==> src/rtl/ntsc_pkg.sv <==
// ============================================================================
//  Module      : ntsc_pkg
//  Description : Shared definitions for the NTSC VRAM arbiter: FSM state
//                encoding, black-level pixel constants and the byte-lane
//                layout of a packed 4:2:2 pixel-pair word.
//  Revision    : 1.0 - initial release
// ============================================================================
`default_nettype none

package ntsc_pkg;

    // Arbiter FSM state encoding
    typedef logic [1:0] state_t;
    localparam state_t c_ST_IDLE     = 2'd0;
    localparam state_t c_ST_VID_WAIT = 2'd1;
    localparam state_t c_ST_CPU_WAIT = 2'd2;

    // Black level: zero luma, mid-scale chroma
    localparam logic [7:0] c_BLACK_Y = 8'h00;
    localparam logic [7:0] c_BLACK_C = 8'h80;

    // Pair word layout: [31:24] Y0, [23:16] Y1, [15:8] U, [7:0] V
    localparam int c_Y0_LSB = 24;
    localparam int c_Y1_LSB = 16;
    localparam int c_U_LSB  = 8;
    localparam int c_V_LSB  = 0;

    function automatic logic [7:0] byte_at(input logic [31:0] word, input int lsb);
        return word[lsb +: 8];
    endfunction

    // Even columns take Y0, odd columns take Y1
    function automatic logic [7:0] pick_luma(input logic [31:0] word, input logic odd);
        return odd ? byte_at(word, c_Y1_LSB) : byte_at(word, c_Y0_LSB);
    endfunction

endpackage

`default_nettype wire

==> src/rtl/ntsc_pair_addr.sv <==
// ============================================================================
//  Module      : ntsc_pair_addr
//  Description : Pixel-pair VRAM word address generator and visible-area
//                range check. The row base is built from shifted copies of
//                the row number, one per set bit of LINE_WORDS, so only
//                adders are used.
//  Ports       : i_pos_y     - pixel row
//                i_pair_col  - pixel column / 2 (pair index in the row)
//                o_addr      - row*LINE_WORDS + pair index, mod 2^ADDR_W
//                o_in_range  - 1 when the position lies in the displayed area
//  Revision    : 1.0 - initial release
// ============================================================================
`default_nettype none

module ntsc_pair_addr #(
    parameter int LINE_WORDS = 320,
    parameter int NUM_LINES  = 200,
    parameter int ADDR_W     = 16
) (
    input  logic [9:0]        i_pos_y,
    input  logic [8:0]        i_pair_col,
    output logic [ADDR_W-1:0] o_addr,
    output logic              o_in_range
);

    localparam logic [31:0] c_LINE_VEC  = LINE_WORDS;
    localparam logic [31:0] c_LINES_VEC = NUM_LINES;

    logic [ADDR_W-1:0] w_row_base;

    // Sum of (row << b) for every set bit b of the line width; truncation
    // to ADDR_W at each step matches truncating the full product.
    always_comb begin
        w_row_base = '0;
        for (int b = 0; b < 32; b++) begin
            if (c_LINE_VEC[b]) begin
                w_row_base = w_row_base + (ADDR_W'(i_pos_y) << b);
            end
        end
    end

    assign o_addr     = w_row_base + ADDR_W'(i_pair_col);
    assign o_in_range = ({22'd0, i_pos_y} < c_LINES_VEC) &&
                        ({23'd0, i_pair_col} < c_LINE_VEC);

endmodule

`default_nettype wire

==> src/rtl/ntsc_vram_arb.sv <==
// ============================================================================
//  Module      : ntsc_vram_arb
//  Description : Shared VRAM arbiter and pixel fetch controller. Video pair
//                fetches have priority; leftover slots serve one CPU port.
//                A one-word pair cache avoids refetching within a pair.
//  Ports       : clock/reset          - clock, synchronous active-high reset
//                pixPosX/pixPosY      - encoder scan position
//                pixCy/pixCu/pixCv    - registered pixel colour
//                cpuReq/We/Addr/WData - CPU request, held until cpuAck
//                cpuRData/cpuAck      - CPU completion pulse and read data
//                vramEn/We/Addr/WData - registered VRAM command
//                vramRData            - VRAM read data, one cycle after vramEn
//  Revision    : 1.0 - initial release
// ============================================================================
`default_nettype none

module ntsc_vram_arb
    import ntsc_pkg::*;
#(
    parameter int LINE_WORDS = 320,
    parameter int NUM_LINES  = 200,
    parameter int ADDR_W     = 16
) (
    input  logic              clock,
    input  logic              reset,
    input  logic [9:0]        pixPosX,
    input  logic [9:0]        pixPosY,
    output logic [7:0]        pixCy,
    output logic [7:0]        pixCu,
    output logic [7:0]        pixCv,
    input  logic              cpuReq,
    input  logic              cpuWe,
    input  logic [ADDR_W-1:0] cpuAddr,
    input  logic [31:0]       cpuWData,
    output logic [31:0]       cpuRData,
    output logic              cpuAck,
    output logic              vramEn,
    output logic              vramWe,
    output logic [ADDR_W-1:0] vramAddr,
    output logic [31:0]       vramWData,
    input  logic [31:0]       vramRData
);

    state_t            r_state;
    logic              r_valid;
    logic [ADDR_W-1:0] r_tag;
    logic [31:0]       r_pair;
    logic              r_vid_pend;   // video read data arrives this cycle
    logic              r_cpu_pend;   // CPU access completes this cycle
    logic              r_cpu_rd;
    logic              r_vram_en;
    logic              r_vram_we;
    logic [ADDR_W-1:0] r_vram_addr;
    logic [31:0]       r_vram_wdata;
    logic [7:0]        r_cy;
    logic [7:0]        r_cu;
    logic [7:0]        r_cv;

    logic [ADDR_W-1:0] w_addr;
    logic              w_in_range;
    logic              w_hit;
    logic              w_byp;
    logic              w_miss;
    logic              w_wr_hit;

    ntsc_pair_addr #(
        .LINE_WORDS (LINE_WORDS),
        .NUM_LINES  (NUM_LINES),
        .ADDR_W     (ADDR_W)
    ) u_pair_addr (
        .i_pos_y    (pixPosY),
        .i_pair_col (pixPosX[9:1]),
        .o_addr     (w_addr),
        .o_in_range (w_in_range)
    );

    // VRAM read data lands in the cycle after the wait state, overlapping
    // the next IDLE cycle. r_vram_addr still holds the fetched address then,
    // so a landing fetch of the current pair counts as a hit (w_byp) and its
    // data is forwarded straight to the pixel registers.
    assign w_hit  = r_valid && (r_tag == w_addr);
    assign w_byp  = r_vid_pend && (r_vram_addr == w_addr);
    assign w_miss = w_in_range && !w_hit && !w_byp;

    // A CPU write to the cached pair (or to the pair being captured now)
    // invalidates it so the following IDLE cycle refetches.
    assign w_wr_hit = cpuWe && ((cpuAddr == r_tag) ||
                                (r_vid_pend && (cpuAddr == r_vram_addr)));

    always_ff @(posedge clock) begin
        if (reset) begin
            r_state      <= c_ST_IDLE;
            r_valid      <= 1'b0;
            r_tag        <= '0;
            r_pair       <= '0;
            r_vid_pend   <= 1'b0;
            r_cpu_pend   <= 1'b0;
            r_cpu_rd     <= 1'b0;
            r_vram_en    <= 1'b0;
            r_vram_we    <= 1'b0;
            r_vram_addr  <= '0;
            r_vram_wdata <= '0;
        end else begin
            r_vram_en  <= 1'b0;
            r_vram_we  <= 1'b0;
            r_vid_pend <= 1'b0;
            r_cpu_pend <= 1'b0;

            if (r_vid_pend) begin
                r_pair  <= vramRData;
                r_tag   <= r_vram_addr;
                r_valid <= 1'b1;
            end

            case (r_state)
                c_ST_IDLE: begin
                    if (w_miss) begin
                        r_vram_en   <= 1'b1;
                        r_vram_addr <= w_addr;
                        r_state     <= c_ST_VID_WAIT;
                    end else if (cpuReq && !r_cpu_pend) begin
                        // r_cpu_pend blocks re-issuing the request that is
                        // being acknowledged this very cycle.
                        r_vram_en    <= 1'b1;
                        r_vram_we    <= cpuWe;
                        r_vram_addr  <= cpuAddr;
                        r_vram_wdata <= cpuWData;
                        r_cpu_rd     <= !cpuWe;
                        r_state      <= c_ST_CPU_WAIT;
                        if (w_wr_hit) begin
                            r_valid <= 1'b0;
                        end
                    end
                end
                c_ST_VID_WAIT: begin
                    r_vid_pend <= 1'b1;
                    r_state    <= c_ST_IDLE;
                end
                c_ST_CPU_WAIT: begin
                    r_cpu_pend <= 1'b1;
                    r_state    <= c_ST_IDLE;
                end
                default: r_state <= c_ST_IDLE;
            endcase
        end
    end

    // Pixel outputs: black outside the display, fresh data on a hit,
    // otherwise hold until the pending fetch lands.
    always_ff @(posedge clock) begin
        if (reset) begin
            r_cy <= c_BLACK_Y;
            r_cu <= c_BLACK_C;
            r_cv <= c_BLACK_C;
        end else if (!w_in_range) begin
            r_cy <= c_BLACK_Y;
            r_cu <= c_BLACK_C;
            r_cv <= c_BLACK_C;
        end else if (w_byp) begin
            r_cy <= pick_luma(vramRData, pixPosX[0]);
            r_cu <= byte_at(vramRData, c_U_LSB);
            r_cv <= byte_at(vramRData, c_V_LSB);
        end else if (w_hit) begin
            r_cy <= pick_luma(r_pair, pixPosX[0]);
            r_cu <= byte_at(r_pair, c_U_LSB);
            r_cv <= byte_at(r_pair, c_V_LSB);
        end
    end

    assign pixCy     = r_cy;
    assign pixCu     = r_cu;
    assign pixCv     = r_cv;
    assign cpuAck    = r_cpu_pend;
    assign cpuRData  = (r_cpu_pend && r_cpu_rd) ? vramRData : 32'd0;
    assign vramEn    = r_vram_en;
    assign vramWe    = r_vram_we;
    assign vramAddr  = r_vram_addr;
    assign vramWData = r_vram_wdata;

endmodule

`default_nettype wire

==> config.mk <==
export PLATFORM = sky130hd
export DESIGN_NAME = ntsc_vram_arb
export DESIGN_NICKNAME = d
export VERILOG_FILES = /design/src/rtl/ntsc_pkg.sv /design/src/rtl/ntsc_pair_addr.sv /design/src/rtl/ntsc_vram_arb.sv
export SDC_FILE = /design/constraint.sdc
export NUM_CORES = 1
export LEC_CHECK = 0
export CORE_AREA = 2 2 120 168
export DETAILED_ROUTE_END_ITERATION = 16
export DIE_AREA = 0 0 122 170
export PLACE_DENSITY = 0.68
export SYNTH_ARGS = -nofsm -noshare
export SYNTH_HDL_FRONTEND = slang
export SYNTH_SLANG_ARGS = --single-unit
export TNS_END_PERCENT = 10
==> constraint.sdc <==
create_clock -name clock -period 5.5 [get_ports clock]
set_clock_uncertainty 0.1 [all_clocks]
set_input_delay 1.1 -clock clock [delete_from_list [all_inputs] [get_ports clock]]
set_output_delay 1.1 -clock clock [all_outputs]
set_load 0.03 [all_outputs]
### Word level (Yosys, flattened, before mapping)

Cells that the tools add are included.

* register bits: 128
* input port bits: 104
* output and inout bits: 107

* $add $sub $neg: 2
* order comparisons: 2
* equal/unequal tests: 6
* mux-type cells: 22
* bitwise logic cells: 4
* reductions and logical operators: 23

Operator list (count)
* == test 16 bit: 4
* 2-to-1 mux 8 bit: 8
* 2-to-1 mux 16 bit: 2
* 2-to-1 mux 32 bit: 1
* adder 16 bit: 1
* adder 16 x 9 -> 16 bit: 1
* 2-to-1 mux 1 bit: 11
* < comparator 10 x 8 -> 1 bit (second input constant): 1
* logical AND 1 bit: 9
* < comparator 9 bit (second input constant): 1
* logical NOT 1 bit: 4
* inverter 1 bit: 4
* nonzero test 2 bit: 2
* OR reduction 2 bit: 2
* OR reduction 4 bit: 1
* AND reduction 3 bit: 1
* OR reduction 3 bit: 1
* == test 2 x 1 -> 1 bit (second input constant): 1
* == test 2 bit (second input constant): 1
* logical NOT 2 bit: 1
* AND reduction 2 bit: 1
* logical OR 1 bit: 1

### Logic depth before layout (Yosys ltp)

* depth after elaboration: 9
* depth in mapped cells: 15

### Cells and area by module

A second synthesis with hierarchy kept.

* cell total of the unflattened synthesis: 792
* area, all modules: 7209.4 sq um

By module, submodules not included
* ntsc_vram_arb: times used 1, cells each 720, area each 6637.6 sq um, sequential area each 2562.5 sq um
* ntsc_pair_addr: times used 1, cells each 72, area each 571.8 sq um, sequential area each 0.0 sq um

### Worst setup path after synthesis

Ideal clock, no wire load.

* path kind: input -> register
* start point: input port pixPosX[9]
* end point: register r_cy[4] (netlist: pixCy[4])
* setup time: 117 ps
* arrival: 4595 ps
* data required time: 5283 ps
* path slack: 688 ps
* stages: 13
* path buffers: 2
* path through: fa_1 > inv_1 > fa_1 > xor2_1 > nand4_1 > or4_1 > nor2_2 > o2111a_2 > and4_4 > buf_6 > buf_12 > mux4_2 > a32o_1

* cells in the longest elaborated chain, start to end: 4
* elaborated cells on any way between the ends: 11
* those cells by class: add/sub (1); order compare (1); eq/ne (2); mux (1); bitwise (1); reduce/logical (5)

RTL lines
* start, declared: RTL line ntsc_vram_arb.sv:26 `input logic [9:0] pixPosX,`
* adder 16 x 9 -> 16 bit or < comparator 9 bit (tied branches): RTL line ntsc_pair_addr.sv:42, ntsc_pair_addr.sv:44
* == test 16 bit, or another cell as far along: RTL line ntsc_vram_arb.sv:82 `assign w_byp = r_vid_pend && (r_vram_addr == w_addr);`
* logical AND 1 bit, or another cell as far along: RTL line ntsc_vram_arb.sv:82
* 2-to-1 mux 8 bit, or another cell as far along: RTL line ntsc_vram_arb.sv:159 `end else if (w_byp) begin`
* end signal, assigned: RTL line ntsc_vram_arb.sv:156 `r_cy <= c_BLACK_Y;`
* end signal, assigned: RTL line ntsc_vram_arb.sv:160 `r_cy <= pick_luma(vramRData, pixPosX[0]);`
* end signal, assigned: RTL line ntsc_vram_arb.sv:164 `r_cy <= pick_luma(r_pair, pixPosX[0]);`
* end, declared: RTL line ntsc_vram_arb.sv:55 `logic [7:0] r_cy;`

Parallel ways exist; a longest one is shown, timed or not.
A chain may end at the register's enable or synchronous reset.

### Worst setup path in the final report

* start point: input port pixPosX[9]
* end point: register r_vram_addr[13] (netlist: vramAddr[13])

* cells in the longest elaborated chain, start to end: 8
* elaborated cells on any way between the ends: 14
* those cells by class: add/sub (1); order compare (1); eq/ne (2); mux (1); reduce/logical (9)

RTL lines
* adder 16 x 9 -> 16 bit: RTL line ntsc_pair_addr.sv:42 `assign o_addr = w_row_base + ADDR_W'(i_pair_col);`
* == test 16 bit: RTL line ntsc_vram_arb.sv:81 `assign w_hit = r_valid && (r_tag == w_addr);`
* logical AND 1 bit: RTL line ntsc_vram_arb.sv:81
* logical NOT 1 bit: RTL line ntsc_vram_arb.sv:83 `assign w_miss = w_in_range && !w_hit && !w_byp;`
* logical AND 1 bit (2 in a row): RTL line ntsc_vram_arb.sv:83
* nonzero test 2 bit (no line)
* AND reduction 2 bit (no line)
* end signal, assigned: RTL line ntsc_vram_arb.sv:119 `r_vram_addr <= w_addr;`
* end signal, assigned: RTL line ntsc_vram_arb.sv:126 `r_vram_addr <= cpuAddr;`
* end, declared: RTL line ntsc_vram_arb.sv:53 `logic [ADDR_W-1:0] r_vram_addr;`

Parallel ways exist; a longest one is shown, timed or not.

==> impl_results.md <==
- Antenna violations before repair: 0
- Net switching component of the power: 832 uW
- Number of hold violations in the final report: 0
- First-pass detailed-route iteration total: 5
- Detail-routed via count per cell: 5.51
- Chip width: 122 microns
- Fraction of the cycle the final worst path needs: between 90 and 100%
- Avg Cell Area, Syn: 9.40 sq um
- Port bufs: 210
- HP Class: reg2reg
- Die height: 170 microns
- PnR Total Power: 2.79 mW
- Post-synthesis cell type count: just under 70
- Global-route wire length before repair: 36800 microns
- Primary flip-flop cell chosen by synthesis mapping: sky130_fd_sc_hd__dfxtp_1
- Layout fillers: 1792
- Leakage: 4.00 nW
- Ys async rst share: 0%
- Number of enable flip-flop cells after synthesis: 0
- Area share of the largest cell type after synthesis: 33.9%
- Number of H-tree levels: 4
- Portion of total power attributed to sequential cells: 36.3%
- Setup-failing EPs final: 0
- CP startpoint kind: input pin
- Post-synthesis cell count: 803
- # Max-Cap Violations: 0
- Library cell used as clock root buffer: sky130_fd_sc_hd__clkbuf_16
- Average wire per standard cell: 18.7 microns
- Sequential fraction of the synthesis area: 33.9%
- Fraction of layout instances using a drive strength above 1: approximately 7.9%
- Proportion of power drawn by the clock network: 40.4%
- Non-filler cells, final: ~1.2k
- Worst-margin pin slew: 1030 ps
- Total wire length after detailed routing: 23300 microns
- Number of warnings issued by yosys: 0
- P&R area growth vs syn: 38.1%
- Highest-count cells in the layout ignoring fill and taps: sky130_fd_sc_hd__clkdlybuf4s50_1, sky130_fd_sc_hd__dfxtp_1, sky130_fd_sc_hd__mux2i_1, sky130_fd_sc_hd__nor2_1, sky130_fd_sc_hd__nand2b_1
- Post_cts resized: 0
- Leading cell type in the layout, fill and taps excluded: sky130_fd_sc_hd__clkdlybuf4s50_1
- Total of hold buffers inserted after clock tree synthesis: 0
- Vias in the first global route: 6872
- Clock edge transition at the registers on the reported setup and hold paths: 60 ps
- Starting density of the core: 39.4%
- Final count of pins violating max slew: 0
- Vias post-DR: 6854
- Number of nets in the synthesized netlist: 925
- Top-level I/O count: 211
- Clk buf depth: 2
- Critical-path maximum fanout: 15
- Highest attainable clock frequency: 199 MHz
- Row cnt: 60
- RSZ-0062 raised after global routing: false
- Peak supply drop: 0.164 mV
- Worst endpoint required time: 5670 ps
- Total track usage: between 20% and 30%
- Overflow after GRT: 0
- Clock latency of the later-clocked register in the worst-skew pair: just over 400 ps
- Fin Setup TNS: 0 ps
- Area of the placeable core: about 19000 sq um
- Ant. Diodes: 0
- Full die area: 20700 sq um
- Net switching share of the total power: 29.8%
- Buffer count from post-CTS setup fixing: 0
- Final RePlAce weighted congestion: between 0.9 and 1
- Summed instance area of the synthesized netlist: 7550 sq um
- Internal power: 1.96 mW
- Final critical delay including setup and external delays: about 5000 ps
- Register bit count reported by yosys: 128
- Iter 0 DRT Violations: 449
- DP Wirelength: around 17000 microns
- Run status: finished clean
- Number of buffers added by the clock tree synthesis step: 17
- Clock sink count: 128
- Ranking of synthesized cells by area: sky130_fd_sc_hd__dfxtp_1, sky130_fd_sc_hd__mux2i_1, sky130_fd_sc_hd__nand2b_1
- Routed Antenna Nets: 0
- Clock tree from TritonCTS: done
- Dominant cell type by area after synthesis: sky130_fd_sc_hd__dfxtp_1
- Comb pwr share: 23.3%
- Final net count: around 1.1k
- Placed insts: 1213
- Element type at the critical path end: flop
- Post-route DRC: 0
- Maximum number of pins on one net before global-route repair: 88
- Total power per unit cell area: 268 nW/um^2
- Worst rel slew slack: 31.1%
- Arrival time at the worst endpoint: 5180 ps
- Worst setup path category: in2reg
-- per-layer routing --
metal | GRT usage (%) | share of wire [%] | up-vias
met5 | 0 | 0 | -
met1 | 27.1 | 41 | 3232
li1 | - | - | 3278
met4 | 11.1 | 4.1 | 0
met2 | 37.8 | 49 | 279
met3 | 4.52 | 6.3 | 65
-- sequential cells by signal, indices dropped and copies added (netlist names) --
name and cells:
cpuAck 1, pixCu 8, pixCv 8, pixCy 8
r_cpu_rd 1, r_pair 32, r_state 2, r_tag 16
r_valid 1, r_vid_pend 1, vramAddr 16, vramEn 1
vramWData 32, vramWe 1
-- cell usage after synthesis, drive strengths merged, types with 4 or more instances --
| cell | instances |
|---|---|
| nand4 | 21 |
| a21o | 4 |
| mux4 | 6 |
| a311oi | 16 |
| and3 | 33 |
| xor2 | 48 |
| a31oi | 6 |
| o32ai | 12 |
| inv | 17 |
| ha | 16 |
| nand2 | 12 |
| dfxtp | 128 |
| a21oi | 8 |
| nand3 | 6 |
| o21ai | 6 |
| xnor3 | 4 |
| a211oi | 31 |
| a32o | 6 |
| mux2 | 5 |
| nand2b | 68 |
| xnor2 | 23 |
| mux2i | 97 |
| nor4 | 15 |
| nor2b | 6 |
| nor2 | 83 |
| o2111ai | 4 |
| buf | 30 |
| clkbuf | 37 |
| nor3b | 4 |
| a2111oi | 5 |
| nor3 | 10 |
-- power by group through the flow --
stage / sequential [mW] / clock, mW / combinational, mW
final: 1.01 / 1.13 / 0.650
after global routing: 1.02 / 1.20 / 0.694
after CTS: 1.01 / 1.15 / 0.648
after detailed placement: 1.03 / 0 / 0.644
after global placement: 1.03 / 0 / 0.644
after floorplan: 1.08 / 0 / 0.339
-- path summary, 6_finish.rpt --
kind	slack, ps	startpoint	cells past startpoint	to
worst max-delay path	490	pixPosX[9]	12	vramAddr[13]$_SDFFE_PP0P_
worst min-delay path	370	vramWData[10]$_SDFFE_PP0P_	2	vramWData[10]$_SDFFE_PP0P_
worst max register to register	2080	vramAddr[12]$_SDFFE_PP0P_	8	pixCy[6]$_SDFFE_PP0P_
worst min register to register	370	vramWData[10]$_SDFFE_PP0P_	2	vramWData[10]$_SDFFE_PP0P_
-- worst max-delay path, cell delays in order --
cell and delay [ps]:
sky130_fd_sc_hd__clkdlybuf4s50_1 460, sky130_fd_sc_hd__fa_1 580, sky130_fd_sc_hd__inv_1 60, sky130_fd_sc_hd__fa_1 450, sky130_fd_sc_hd__nor2b_1 280, sky130_fd_sc_hd__o2111ai_1 180
sky130_fd_sc_hd__a31oi_1 340, sky130_fd_sc_hd__nor2_4 90, sky130_fd_sc_hd__xor3_1 410, sky130_fd_sc_hd__or3_1 680, sky130_fd_sc_hd__a311oi_1 440, sky130_fd_sc_hd__a2111oi_2 90
-- cells by family after synthesis --
| logic type | share of synthesized area, % |
|---|---|
| buffers and inverters | 5.07 |
| XOR/XNOR | 9.74 |
| adder cells (fa/ha/maj) | 3.18 |
| AND/OR/NAND/NOR | 20.6 |
| flip-flops | 33.9 |
| AO/OA/AOI/OAI | 12.0 |
| multiplexers | 15.4 |
-- through the flow --
stage	instance area, sq um	hold WS [ps]	utilization (%)	setup slack, ps
after global routing	10400	386	54.4	289
final	10400	372	54.4	485
after CTS	10400	375	54.4	541
after floorplan	7550	353	-	688
after global placement	9830	357	51.4	175
after detailed placement	9830	360	51.4	107
-- final cells by class --
cell class	count	area, sq um	share of cell area [%]
Clock buffer	20	457	4.38
Clock inverter	12	135	1.30
Inverter	17	63.8	0.612
Multi-Input combinational cell	591	4610	44.3
Sequential cell	128	2560	24.6
Tap cell	248	310	2.98
Timing Repair Buffer	229	2280	21.9
Power figures use the tool's default switching activity.
